### src/rtl/dff_output_monitor_if.sv
// dff_output_monitor_if: bus between a flip-flop stage monitor and its environment
// master drives the observed q/q_bar, the stage force line and clear;
// slave (the monitor) returns state, edge/error pulses, counters and sticky flag
interface dff_output_monitor_if #(
  parameter int CNT_W = 8,
  parameter int ERR_W = 4
);
  logic             q_in;
  logic             q_bar_in;
  logic             dff_reset;
  logic             clear;
  logic [1:0]       state;
  logic             rise_pulse;
  logic             fall_pulse;
  logic [CNT_W-1:0] rise_count;
  logic [CNT_W-1:0] fall_count;
  logic             err_pulse;
  logic [ERR_W-1:0] err_count;
  logic             err_sticky;
  modport master (
    output q_in, q_bar_in, dff_reset, clear,
    input  state, rise_pulse, fall_pulse, rise_count, fall_count, err_pulse, err_count, err_sticky
  );
  modport slave (
    input  q_in, q_bar_in, dff_reset, clear,
    output state, rise_pulse, fall_pulse, rise_count, fall_count, err_pulse, err_count, err_sticky
  );
endinterface

### src/rtl/dff_output_monitor.sv
// dff_output_monitor: counts q edges of an upstream flip-flop and flags complement/force errors
// ports: clk, reset (sync, active-high), bus (slave modport: q_in, q_bar_in, dff_reset, clear in;
// state, rise/fall/err pulses, rise/fall/err counts, err_sticky out)
module dff_output_monitor #(
  parameter int CNT_W = 8,
  parameter int ERR_W = 4
) (
  input logic                 clk,
  input logic                 reset,
  dff_output_monitor_if.slave bus
);
  localparam logic [1:0] INIT = 2'd0, TRACK = 2'd1, FORCED = 2'd2;
  logic [1:0]       r_state;
  logic             r_q_prev, r_grace, r_rise_pulse, r_fall_pulse, r_err_pulse, r_err_sticky;
  logic [CNT_W-1:0] r_rise_count, r_fall_count;
  logic [ERR_W-1:0] r_err_count;
  logic             w_track, w_rise, w_fall, w_err;
  logic [1:0]       w_next;
  always_comb begin
    // leaving TRACK for FORCED suppresses edge counting on that same edge
    w_track = r_state == TRACK && !bus.dff_reset;
    w_rise  = w_track && bus.q_in && !r_q_prev;
    w_fall  = w_track && !bus.q_in && r_q_prev;
    // complement check outside FORCED, force check in FORCED past the grace cycle;
    // both fold into one error so a cycle never counts twice
    w_err   = (r_state != FORCED && bus.q_in == bus.q_bar_in) ||
              (r_state == FORCED && !r_grace && (bus.q_in || !bus.q_bar_in));
    // releasing FORCED goes through INIT so the release transition is never an edge
    w_next  = bus.dff_reset ? FORCED : r_state[1] ? INIT : TRACK;
  end
  always_ff @(posedge clk) begin
    if (reset) begin
      r_state      <= INIT;
      r_q_prev     <= 1'b0;
      r_grace      <= 1'b0;
      r_rise_pulse <= 1'b0;
      r_fall_pulse <= 1'b0;
      r_err_pulse  <= 1'b0;
      r_err_sticky <= 1'b0;
      r_rise_count <= '0;
      r_fall_count <= '0;
      r_err_count  <= '0;
    end else begin
      r_state      <= w_next;
      r_q_prev     <= bus.q_in;
      r_grace      <= bus.dff_reset && r_state != FORCED;
      r_rise_pulse <= w_rise;
      r_fall_pulse <= w_fall;
      r_err_pulse  <= w_err;
      r_err_sticky <= !bus.clear && (r_err_sticky || w_err);
      r_rise_count <= bus.clear ? '0 : (w_rise && !(&r_rise_count)) ? r_rise_count + CNT_W'(1) : r_rise_count;
      r_fall_count <= bus.clear ? '0 : (w_fall && !(&r_fall_count)) ? r_fall_count + CNT_W'(1) : r_fall_count;
      r_err_count  <= bus.clear ? '0 : (w_err && !(&r_err_count)) ? r_err_count + ERR_W'(1) : r_err_count;
    end
  end
  assign bus.state      = r_state;
  assign bus.rise_pulse = r_rise_pulse;
  assign bus.fall_pulse = r_fall_pulse;
  assign bus.rise_count = r_rise_count;
  assign bus.fall_count = r_fall_count;
  assign bus.err_pulse  = r_err_pulse;
  assign bus.err_count  = r_err_count;
  assign bus.err_sticky = r_err_sticky;
endmodule

### src/flat_wrapper.sv
// flat-port wrapper written by rule: the top's interface ports become plain ports
module dff_output_monitor_flat 
#(
  parameter int CNT_W = 8,
  parameter int ERR_W = 4
)
  (clk, reset, bus_q_in, bus_q_bar_in, bus_dff_reset, bus_clear, bus_state, bus_rise_pulse, bus_fall_pulse, bus_rise_count, bus_fall_count, bus_err_pulse, bus_err_count, bus_err_sticky);
  dff_output_monitor_if #(.CNT_W(CNT_W), .ERR_W(ERR_W)) bus_i ();
  input logic clk;
  input logic reset;
  input wire logic [$bits(bus_i.q_in)-1:0] bus_q_in;
  input wire logic [$bits(bus_i.q_bar_in)-1:0] bus_q_bar_in;
  input wire logic [$bits(bus_i.dff_reset)-1:0] bus_dff_reset;
  input wire logic [$bits(bus_i.clear)-1:0] bus_clear;
  output wire logic [$bits(bus_i.state)-1:0] bus_state;
  output wire logic [$bits(bus_i.rise_pulse)-1:0] bus_rise_pulse;
  output wire logic [$bits(bus_i.fall_pulse)-1:0] bus_fall_pulse;
  output wire logic [$bits(bus_i.rise_count)-1:0] bus_rise_count;
  output wire logic [$bits(bus_i.fall_count)-1:0] bus_fall_count;
  output wire logic [$bits(bus_i.err_pulse)-1:0] bus_err_pulse;
  output wire logic [$bits(bus_i.err_count)-1:0] bus_err_count;
  output wire logic [$bits(bus_i.err_sticky)-1:0] bus_err_sticky;
  assign bus_i.q_in = bus_q_in;
  assign bus_i.q_bar_in = bus_q_bar_in;
  assign bus_i.dff_reset = bus_dff_reset;
  assign bus_i.clear = bus_clear;
  assign bus_state = bus_i.state;
  assign bus_rise_pulse = bus_i.rise_pulse;
  assign bus_fall_pulse = bus_i.fall_pulse;
  assign bus_rise_count = bus_i.rise_count;
  assign bus_fall_count = bus_i.fall_count;
  assign bus_err_pulse = bus_i.err_pulse;
  assign bus_err_count = bus_i.err_count;
  assign bus_err_sticky = bus_i.err_sticky;
  dff_output_monitor #(.CNT_W(CNT_W), .ERR_W(ERR_W)) u_core (.clk(clk), .reset(reset), .bus(bus_i));
endmodule
### config.mk
export PLATFORM = sky130hd
export DESIGN_NAME = dff_output_monitor_flat
export DESIGN_NICKNAME = d
export VERILOG_FILES = /design/src/rtl/dff_output_monitor_if.sv /design/src/rtl/dff_output_monitor.sv /design/src/flat_wrapper.sv
export SDC_FILE = /design/constraint.sdc
export NUM_CORES = 1
export LEC_CHECK = 0
export BUFFER_PORTS_ARGS = -buffer_cell sky130_fd_sc_hd__clkbuf_2
export CAP_MARGIN = 15
export CORE_ASPECT_RATIO = 1.4
export CORE_MARGIN = 1.5
export CORE_UTILIZATION = 51
export DETAILED_ROUTE_END_ITERATION = 7
export PLACE_DENSITY = 0.75
export SLEW_MARGIN = 30
export SYNTH_ARGS = -nofsm -noshare
export SYNTH_HDL_FRONTEND = slang
export SYNTH_SLANG_ARGS = --single-unit
### constraint.sdc
create_clock -name clk -period 1.7 [get_ports clk]
set_input_delay 0.085 -clock clk [delete_from_list [all_inputs] [get_ports clk]]
set_output_delay 0.085 -clock clk [all_outputs]
set_load 0.02 [all_outputs]
Yosys cells after proc, flatten, opt, wreduce, memory -nomap -nowiden --
Index checks and enable logic that the tools add are counted.
Storage, ports and cells: output and inout bits 26, input port bits 6, bits in registers 28, logic and storage cells 50
Cells by class: reduce and logical (&&, ||, !) cells 30, add/sub/neg operators 3, mux-type cells 2, equal/unequal tests 4
Operators by type and width (count):
- adder 8 x 1 -> 8 bit, second input constant | 2
- AND reduction 8 bit | 2
- logical AND 1 bit | 13
- zero test 1 bit | 9
- adder 4 x 1 -> 4 bit, second input constant | 1
- AND reduction 4 bit | 1
- OR reduction 2 bit | 2
- logical OR 1 bit | 3
- equality test 2 x 1 -> 1 bit, second input constant | 1
- equality test 2 bit, second input constant | 1
- two-way mux 2 bit | 1
- inequality test 2 bit, second input constant | 1
- equality test 1 bit | 1
- two-way mux 1 bit | 1

Longest topological paths before layout --
Gate-level depths: netlist of run 1.
depth after elaboration 6, mapped depth 6, gate-level depth less buffers 6

Least setup slack after synthesis of run 1 --
No wires, ideal clock.
kind register -> register, from register u_core.r_fall_count[0] (netlist: u_core.bus.fall_count[0]), to register u_core.r_fall_count[0] (netlist: u_core.bus.fall_count[0]), slack 0.022 ns, arrival 1.550 ns, buffers on the path 0, cell stages (with the launch flop) 6, cell sequence dfxtp_1 ha_1 inv_1 nor3_1 or3_2 a21oi_1
Between the ends: longest elaborated chain between the ends 3
RTL lines:
- from (decl) | line dff_output_monitor.sv:15 | logic [CNT_W-1:0] r_rise_count, r_fall_count;
- from (signal assigned) | line dff_output_monitor.sv:52 | r_fall_count <= bus.clear ? '0 : (w_fall && !(&r_fall_count)) ? r_fall_count + CNT_W'(1) : r_fall_count;
- branches (longest 3 deep; another with adder 8 x 1 -> 8 bit)
Parallel ways; which one is timed is not known. A chain may end at the register's enable or synchronous reset.

Worst setup path in the final report of run 1 --
from input bus_dff_reset, to register u_core.r_fall_count[3] (netlist: u_core.bus.fall_count[3])
Between the ends: longest elaborated chain between the ends 5
RTL lines:
- from (decl) | line flat_wrapper.sv:13 | input wire logic [$bits(bus_i.dff_reset)-1:0] bus_dff_reset;
- zero test 1 bit | line dff_output_monitor.sv:21 | w_track = r_state == TRACK && !bus.dff_reset;
- logical AND 1 bit | line dff_output_monitor.sv:21
- logical AND 1 bit (2 in a row) | line dff_output_monitor.sv:23 | w_fall = w_track && !bus.q_in && r_q_prev;
- logical AND 1 bit | line dff_output_monitor.sv:52
Every way passes these cells.

==> qor.yml, run 1 <==
synth:
  ys_dominant_reg_cell: "dfxtp_1"
  synth.most_common_cell: "dfxtp_1"
  netlist_top_cells_count: "28 x dfxtp_1, 11 x a21oi_1, 10 x nand3_1, 9 x nor2_1, 7 x nand2_1"
  library_cell_occupying_the_most_area_in_the_post_synthesis_netlist: "dfxtp_1"
  synth.area.top_cells: "dfxtp_1 44%, a21oi_1 4.3%, ha_1 3.9%"
  yosysTopAreaCellShare_pct: 43.8
  synth_cells: 140
  synth.net_count: 150
  syn_area_mm2: 0.00128
  synth_edf_count: 0
  async_flop_share_pct: 0
  synth_cell_types: 40
  yosys_warnings: 0
  ys_seq_area_share_pct: 43.8
  avgSynthCellArea_um2: 9.14
  synth.ff_latch_count: 28
global_routing:
  globalRouteOverflowTotal: 0
  antenna_found_initial: 0
  grt_start_max_net_pins: 18
  grt_pass1_wl_um: 4860
  grtUsageTotal_pct: 22.2
  grt_pass1_vias: 1154
timing:
  drv_slew: 0
  period_needed_ns: 1.70
  worst_slew_margin_rel_pct: 67.2
  worst-slew-pin-transition_ns: 0.490
  hold_viol: 0
  fin_tns_setup_ns: -0.00188
  setup_violations_final: 1
  achievable-frequency_mhz: 588
  grt_setup_unrepaired: "yes"
  timing.final.crit_share_pct: 100
  final.hold.worst_slack_ns: 0.0455
  post-route-worst-setup-slack_ns: -0.00188
  finalClockSkew_ns: 0.00555
pwr:
  ir_worst_vdd_uv: 496
  powerDensity_mw_per_mm2: 687
  report.power.total_w: 0.00108
  leakage_nw: 0.645
routing:
  drt-met1-wl_um: 1160
  met2WireLength_um: 1630
  detail-route-antenna-nets: 0
  vias_per_cell: 5.78
  avgRoutedWirePerCell_um: 13.9
  dr.max_layer_used: "met4"
  postRouteWirelength_um: 2900
  drt_first_iter_violations: 34
  firstDrtPassIters: 4
  wl_met3_um: 69
  num_vias: 1207
  remaining_drc_errors: 0
layout:
  multi_input_logic_area_um2: 728
  antenna_cells_inserted: 0
  layout.core_utilization_pct: 65.7
  drive_above_1_share_pct: 30.3
  design.final.nets: 186
  layout.area.seq_um2: 562
  fillCellCount: 201
  synthToLayoutAreaGrowth_pct: 22.8
floorplan:
  initial_core_util_pct: 53.5
  die_area_mm2: 0.00282
  floorplan.core_area_mm2: 0.00239
  boundaryPins: 32
  die_w_um: 45.3
  fp-row-count: 21
  die_h_um: 62.3
setup_path:
  crit_start: "bus_dff_reset"
  cp_data_arrival_time_ns: 1.96
  crit_chain: "dlygate4sd3_1 -> clkbuf_2 -> nor3b_4 -> nand3_2 -> or4_1 -> a21oi_1"
  worst_ep_required_time_ns: 1.96
  setup.worst_path.start_class: "input port"
  timing.critical_path.slowest_cell_delay_ns: 0.55
  setup.worst_path.class: "in -> reg"
  path_max_fanout: 9
  setup.worst_path.end_class: "flop"
  worst_r2r_startpoint: "u_core.bus.state[0]$_SDFF_PP0_"
  cp.buffers_inverters: 2
  critPathTopFamily: "simple AND/OR/NAND/NOR gates"
  timing.critical_path.slowest_stage_cell: "or4_1"
clock_network:
  root_cell_of_the_clock_tree: "clkbuf_4"
  clock_buffers_created_by_tritoncts: 3
  cts_max_path_buffers: 2
  cts_max_level: 1
  path_clk_slew_ns: 0.13
  tritoncts: "built"
  worst_skew_pair_later_pin_latency_ns: 0.32
  post_cts.repair.setup_buffers: 0
  clock_sink_total: 28
job:
  cap_violations: 0
outcome:
  violations_in_the_final_reports: "negative setup slack"
  run_status: "finished with violations"
hold_path:
  hold_path.class: "in -> reg"
  holdCritStartpoint: "bus_clear"
place:
  post-dp-hpwl_um: 2120
  placement.io_buffers: 31
  gp_routability_congestion: 0.883
==> registers in the layout, summed over array words and instances (netlist names) <==
name / count
u_core.bus.rise_count: 8
u_core.r_q_prev: 1
u_core.bus.err_sticky: 1
u_core.r_grace: 1
u_core.bus.state: 2
u_core.bus.err_count: 4
u_core.bus.fall_count: 8
u_core.bus.err_pulse: 1
u_core.bus.rise_pulse: 1
u_core.bus.fall_pulse: 1
==> cell usage in the layout, fill, tap and decap left out, types with 2 or more instances in the layout <==
cell      count
a21oi_1      11
and4_1        2
buf_4         3
clkbuf_2     31
clkbuf_4      3
dfxtp_1      27
ha_1          3
inv_1         4
mux2i_1       3
nand2_1       7
nand3_1      10
nand3b_1      2
nand4_1       3
nor2_1        9
nor2b_1       3
nor3_1        5
nor4_4        2
o211a_1       2
o21ai_0       6
o311ai_0      2
o31ai_1       3
or3_1         5
or4_1         3
xor2_1        2
==> path summary, 6_finish.rpt <==
check	endpoint	cells after the start	slack (ns)
worst max-delay path	u_core.bus.fall_count[3]$_SDFFE_PP0P_	6	-0.002
worst min-delay path	u_core.bus.fall_count[5]$_SDFFE_PP0P_	3	0.05
worst max register to register	u_core.bus.fall_count[3]$_SDFFE_PP0P_	4	0.03
worst min register to register	u_core.bus.err_sticky$_SDFF_PP0_	1	0.49
==> stage by stage <==
stage          instance area [um^2]  std cells  worst slack [ns]
2_1_floorplan                  1280        140            0.0215
3_3_place_gp                   1480        204             0.118
3_5_place_dp                   1480        204            0.0535
4_1_cts                        1520        209           0.00893
5_1_grt                        1570        209           -0.0876
6_report                       1570        209          -0.00188
==> layer usage <==
| metal | GRT usage, % | up-vias |
|---|---|---|
| met2 | 39.6 | 26 |
| met3 | 2.33 | 5 |
| met1 | 24.6 | 581 |
| met4 | 10.3 | 0 |
| met5 | 0 | - |
| li1 | - | 595 |
==> layout make-up <==
| type | count | area share (%) |
|---|---|---|
| multi-input combinational | 104 | 46.3 |
| sequential | 28 | 35.7 |
| timing repair buffer | 35 | 11.9 |
| tap | 34 | 2.71 |
| clock buffer | 4 | 2.31 |
| inverter | 4 | 0.955 |
==> power breakdown <==
part	switching, W	internal [W]
Sequential	0.00000926	0.000668
Clock	0.000180	0.000131
Combinational	0.0000578	0.0000339
Total	0.000247	0.000833
==> tightest hold or removal path: cells and delay by family <==
family                 cells  cell delay, ns
buffers and inverters      1            0.09
AND/OR/NAND/NOR            1            0.09
multiplexers               1            0.06
==> timing repair <==
action / CTS / global route
endpoints found under the hold margin: 1 / 0
hold buffers: 1 / 0
setup endpoints to repair: 0 / 9
gates resized for setup: 0 / 9
==> kinds of logic (layout without fill, tap and decap cells) <==
family,Yosys count,in the layout,synth area share [%]
buffers and inverters,8,43,2.93
AOI/OAI and AO/OA,30,30,15.4
muxes,4,4,3.23
DFF,28,28,43.8
xor gates and xnor gates,2,2,1.37
and+or+nand+nor,64,64,29.3
adders and majority gates,4,4,3.91
No activity file was read; power rests on OpenSTA's default activity.
==> run 2, diff against run 1 <==
- MAX_ROUTING_LAYER: default -> met4
==> qor.yml, run 2 (same netlist as run 1, synthesis figures left out) <==
layout:
  antenna_cells_inserted: 0  # unchanged
  design.final.nets: 186  # unchanged
  layout.core_utilization_pct: 65.7  # unchanged
  synthToLayoutAreaGrowth_pct: 22.8  # unchanged
  mostFrequentLayoutCells: "31 x clkbuf_2, 27 x dfxtp_1, 11 x a21oi_1"
  drive_above_1_share_pct: 30.3  # unchanged
  mostFrequentLayoutCell: "clkbuf_2"
clock_network:
  path_clk_slew_ns: 0.13  # about the same
  tritoncts: "built"
  clock_buffers_created_by_tritoncts: 3  # unchanged
  cts_max_path_buffers: 2  # unchanged
  root_cell_of_the_clock_tree: "clkbuf_4"
  cts_max_level: 1  # unchanged
  worst_skew_pair_later_pin_latency_ns: 0.32  # about the same
  clock_sink_total: 28  # unchanged
global_routing:
  grtUsageTotal_pct: 22.8  # +0.58 points
  grt_pass1_wl_um: 4850  # -0.14%
  grt_pass1_vias: 1154  # unchanged
  grt_start_max_net_pins: 18  # unchanged
  antenna_found_initial: 0  # unchanged
  globalRouteOverflowTotal: 0  # unchanged
floorplan:
  fp-row-count: 21  # unchanged
  floorplan.core_area_mm2: 0.00239  # unchanged
  die_w_um: 45.3  # unchanged
  initial_core_util_pct: 53.5  # unchanged
  die_area_mm2: 0.00282  # unchanged
  die_h_um: 62.3  # unchanged
  boundaryPins: 32  # unchanged
setup_path:
  cp_data_arrival_time_ns: 1.95  # about the same
  setup.worst_path.class: "in -> reg"
  setup.worst_path.end_class: "flop"
  worst_ep_required_time_ns: 1.96  # about the same
  path_max_fanout: 9  # unchanged
  setup.worst_path.start_class: "input port"
place:
  placement.io_buffers: 31  # unchanged
  post-dp-hpwl_um: 2120  # unchanged
  gp_routability_congestion: 0.898  # +1.7%
routing:
  drt_first_iter_violations: 37  # +8.8%
  postRouteWirelength_um: 2900  # about the same
  detail-route-antenna-nets: 0  # unchanged
  vias_per_cell: 5.84  # +1.1%
  remaining_drc_errors: 0  # unchanged
  num_vias: 1220  # +1.1%
  avgRoutedWirePerCell_um: 13.9  # about the same
  firstDrtPassIters: 4  # unchanged
pwr:
  report.power.total_w: 0.00108  # about the same
  ir_worst_vdd_uv: 496  # -0.15%
  powerDensity_mw_per_mm2: 687  # about the same
  leakage_nw: 0.645  # unchanged
timing:
  period_needed_ns: 1.69  # -0.00763 ns
  achievable-frequency_mhz: 590  # +0.45%
  timing.final.crit_share_pct: 99.7  # -0.45 points
  setup_violations_final: 0  # -1
  worst-slew-pin-transition_ns: 0.491  # +0.000888 ns
  hold_viol: 0  # unchanged
  worst_slew_margin_rel_pct: 67.1  # about the same
  grt_setup_unrepaired: "yes"
  drv_slew: 0  # unchanged
  fin_tns_setup_ns: 0  # +0.00188 ns
  finalClockSkew_ns: 0.00588  # +0.000328 ns
outcome:
  run_status: "completed"
job:
  cap_violations: 0  # unchanged
hold_path:
  hold_path.class: "in -> reg"
-- run 2: where the power goes --
part / leakage, nW / internal (W) / switching, W
Combinational: 0.396 / 0.0000339 / 0.0000576
Clock: 0.0210 / 0.000131 / 0.000180
Sequential: 0.228 / 0.000668 / 0.00000932
Total: 0.645 / 0.000833 / 0.000247
-- run 2: what timing repair did --
item,in CTS,in global routing
resized for setup,0,9
setup endpoints to repair,0,9
endpoints found under the hold margin,1,0
buffers inserted,0,0
hold buffers,1,0
-- run 2: through the flow --
step | hold slack (ns) | setup slack (ns) | cell area (um^2) | cells
finish | 0.0457 | 0.00575 | 1570 | 209
global route | 0.0270 | -0.0876 | 1570 | 209
CTS | 0.0393 | 0.00893 | 1520 | 209
detailed placement | 0.328 | 0.0535 | 1480 | 204
global placement | 0.320 | 0.118 | 1480 | 204
floorplan | 0.156 | 0.0215 | 1280 | 140
-- run 2: final cells by class --
class | instances | area (um^2)
fill | 201 | 820
multi-input combinational | 104 | 728
sequential | 28 | 562
timing repair buffer | 35 | 188
tap | 34 | 42.5
clock buffer | 4 | 36.3
inverter | 4 | 15.0
-- run 2: worst paths after layout --
check                                                       from                                    end  slack [ns]  cells after the start
worst max-delay path                               bus_dff_reset  u_core.bus.fall_count[3]$_SDFFE_PP0P_       0.006                      6
worst min-delay path                                   bus_clear  u_core.bus.fall_count[5]$_SDFFE_PP0P_        0.05                      3
worst max register to register    u_core.bus.state[1]$_SDFF_PP0_  u_core.bus.fall_count[3]$_SDFFE_PP0P_        0.04                      4
worst min register to register  u_core.bus.err_sticky$_SDFF_PP0_       u_core.bus.err_sticky$_SDFF_PP0_        0.49                      1
-- run 2: worst max-delay path, stage by stage --
cell and delay, ns:
dlygate4sd3_1 0.54, clkbuf_2 0.15, nor3b_4 0.27, nand3_2 0.22
or4_1 0.54, a21oi_1 0.15
-- run 2: per-layer routing --
| metal | vias up | share of wire, % | GRT usage (%) |
|---|---|---|---|
| met4 | 0 | 1.4 | 10.3 |
| met5 | - | 0 | - |
| met2 | 30 | 56 | 39.6 |
| li1 | 598 | - | - |
| met3 | 5 | 2.5 | 2.33 |
| met1 | 587 | 40 | 24.6 |
==> run 3, diff against run 2 <==
- HOLD_SLACK_MARGIN: default -> 0.05
==> qor.yml, run 3 (same netlist as run 1, synthesis figures left out) <==
setup_path:
  critPathTopFamily: "simple AND/OR/NAND/NOR gates"
  crit_cells: 6  # unchanged
  cp-endpoint: "u_core.bus.fall_count[3]$_SDFFE_PP0P_"
  r2r_cells: 4  # unchanged
  setup.worst_path.start_class: "input port"
  worst-r2r-setup-slack_ns: 0.04  # about the same
  worst_ep_required_time_ns: 1.96  # about the same
  crit_chain: "dlygate4sd3_1 -> clkbuf_2 -> nor3b_4 -> nand3_2 -> or4_1 -> a21oi_1"
  path_max_fanout: 9  # unchanged
  cp_data_arrival_time_ns: 1.95  # about the same
  setup.worst_path.class: "in -> reg"
  timing.critical_path.slowest_cell_delay_ns: 0.54  # about the same
  crit_start: "bus_dff_reset"
  cp.buffers_inverters: 2  # unchanged
  timing.critical_path.slowest_stage_cell: "dlygate4sd3_1"
  worst_r2r_startpoint: "u_core.bus.state[1]$_SDFF_PP0_"
  rr_endpoint: "u_core.bus.fall_count[3]$_SDFFE_PP0P_"
  setup.worst_path.end_class: "flop"
global_routing:
  grt_start_max_net_pins: 18  # unchanged
  grt_pass1_vias: 1160  # +0.52%
  antenna_found_initial: 0  # unchanged
  grt_pass1_wl_um: 4860  # +0.29%
  grtUsageTotal_pct: 22.9  # +0.058 points
  globalRouteOverflowTotal: 0  # unchanged
layout:
  mostFrequentLayoutCell: "clkbuf_2"
  mostFrequentLayoutCells: "31 x clkbuf_2, 27 x dfxtp_1, 11 x a21oi_1"
  antenna_cells_inserted: 0  # unchanged
  drive_above_1_share_pct: 29.9  # -0.34 points
  stdcell_count: 211  # +0.96%
  synthToLayoutAreaGrowth_pct: 24.3
  post-route-cell-area_mm2: 0.00159  # +1.3%
  fillCellCount: 199  # -1.0%
  design.final.nets: 188  # +1.1%
  multi_input_logic_area_um2: 728  # unchanged
  layout.area.seq_um2: 562  # unchanged
timing:
  achievable-frequency_mhz: 590  # about the same
  setup_violations_final: 0  # unchanged
  finalClockSkew_ns: 0.00582  # -0.0000620 ns
  hold_viol: 0  # unchanged
  worst-slew-pin-transition_ns: 0.493  # +0.00191 ns
  drv_slew: 0  # unchanged
  fin_tns_setup_ns: 0  # unchanged
  grt_setup_unrepaired: "yes"
  timing.final.crit_share_pct: 99.7  # about the same
  period_needed_ns: 1.69  # -0.000128 ns
  worst_slew_margin_rel_pct: 67.0  # -0.13 points
routing:
  avgRoutedWirePerCell_um: 13.8  # -0.61%
  remaining_drc_errors: 0  # unchanged
  vias_per_cell: 5.83  # -0.14%
  drt_first_iter_violations: 38  # +2.7%
  num_vias: 1230  # +0.82%
  detail-route-antenna-nets: 0  # unchanged
  postRouteWirelength_um: 2910  # +0.34%
  firstDrtPassIters: 4  # unchanged
floorplan:
  boundaryPins: 32  # unchanged
  die_w_um: 45.3  # unchanged
  floorplan.core_area_mm2: 0.00239  # unchanged
  initial_core_util_pct: 53.5  # unchanged
  fp-row-count: 21  # unchanged
  die_area_mm2: 0.00282  # unchanged
  die_h_um: 62.3  # unchanged
hold_path:
  hold-path-cell-count: 3  # unchanged
  hold_path.class: "in -> reg"
clock_network:
  tritoncts: "built"
  worst_skew_pair_later_pin_latency_ns: 0.32  # about the same
  cts_max_path_buffers: 2  # unchanged
  clock_sink_total: 28  # unchanged
  root_cell_of_the_clock_tree: "clkbuf_4"
  path_clk_slew_ns: 0.13  # about the same
  clock_buffers_created_by_tritoncts: 3  # unchanged
  cts_max_level: 1  # unchanged
  post_cts.repair.setup_buffers: 0  # unchanged
job:
  cap_violations: 0  # unchanged
pwr:
  leakage_nw: 0.653  # +1.3%
  report.power.total_w: 0.00108  # +0.36%
  ir_worst_vdd_uv: 496  # about the same
  powerDensity_mw_per_mm2: 681  # -0.90%
outcome:
  run_status: "completed"
place:
  placement.io_buffers: 31  # unchanged
  post-dp-hpwl_um: 2120  # unchanged
  gp_routability_congestion: 0.898  # unchanged
  post-place-cells: 204  # unchanged
  post_dp_cell_area_mm2: 0.00148  # unchanged
==> run 3: cell count changes in the layout (fill, tap and decap cells not counted), sizes merged <==
cell,delta
dlygate4sd3,+2
==> run 3: cell type report <==
type / count / area share (%)
clock buffer: 4 / 2.28
inverter: 4 / 0.943
multi-input combinational: 104 / 45.8
sequential: 28 / 35.3
tap: 34 / 2.67
timing repair buffer: 37 / 13.1
==> run 3: report_power, final <==
part	switching [W]	internal, W	total [W]
sequential	0.00000932	0.000668	0.000677
clock	0.000180	0.000131	0.000311
combinational	0.0000585	0.0000369	0.0000953
total	0.000248	0.000836	0.00108
==> run 3: how the worst min path moves through the flow <==
stage,from,to
after detailed placement,bus_dff_reset,u_core.bus.state[0]$_SDFF_PP0_
after global routing,bus_q_in,u_core.r_q_prev$_SDFF_PP0_
after CTS,bus_q_in,u_core.bus.rise_pulse$_SDFF_PP0_
final,bus_q_in,u_core.r_q_prev$_SDFF_PP0_
after floorplan,bus_dff_reset,u_core.bus.state[0]$_SDFF_PP0_
after global placement,bus_dff_reset,u_core.bus.state[0]$_SDFF_PP0_
==> run 3: worst register-to-register path, delay by kind of cell, from the launching register on <==
family	cells	cell delay, ns
compound gates	1	0.15
simple gates	3	1.07
flops	1	0.39
==> run 3: metrics by stage <==
stage	hold WS [ns]	utilization [%]	setup slack [ns]
final	0.0860	66.6	0.00588
after CTS	0.0534	64.6	0.00893
after global placement	0.320	61.8	0.118
after detailed placement	0.328	61.8	0.0535
after global routing	0.0817	66.6	-0.0876
after floorplan	0.156	-	0.0215
==> run 3: per-layer routing <==
layer / up-vias / global-route usage, % / wire length [um]
met5: - / - / 0
met4: 0 / 10.3 / 41
met3: 5 / 2.33 / 74
met2: 30 / 39.8 / 1640
met1: 594 / 24.6 / 1160
li1: 601 / - / -
==> run 3: timing repair <==
item | CTS | global route
setup endpoints to repair | 0 | 9
hold buffers | 3 | 0
resized for setup | 0 | 9
hold endpoints to repair | 3 | 0
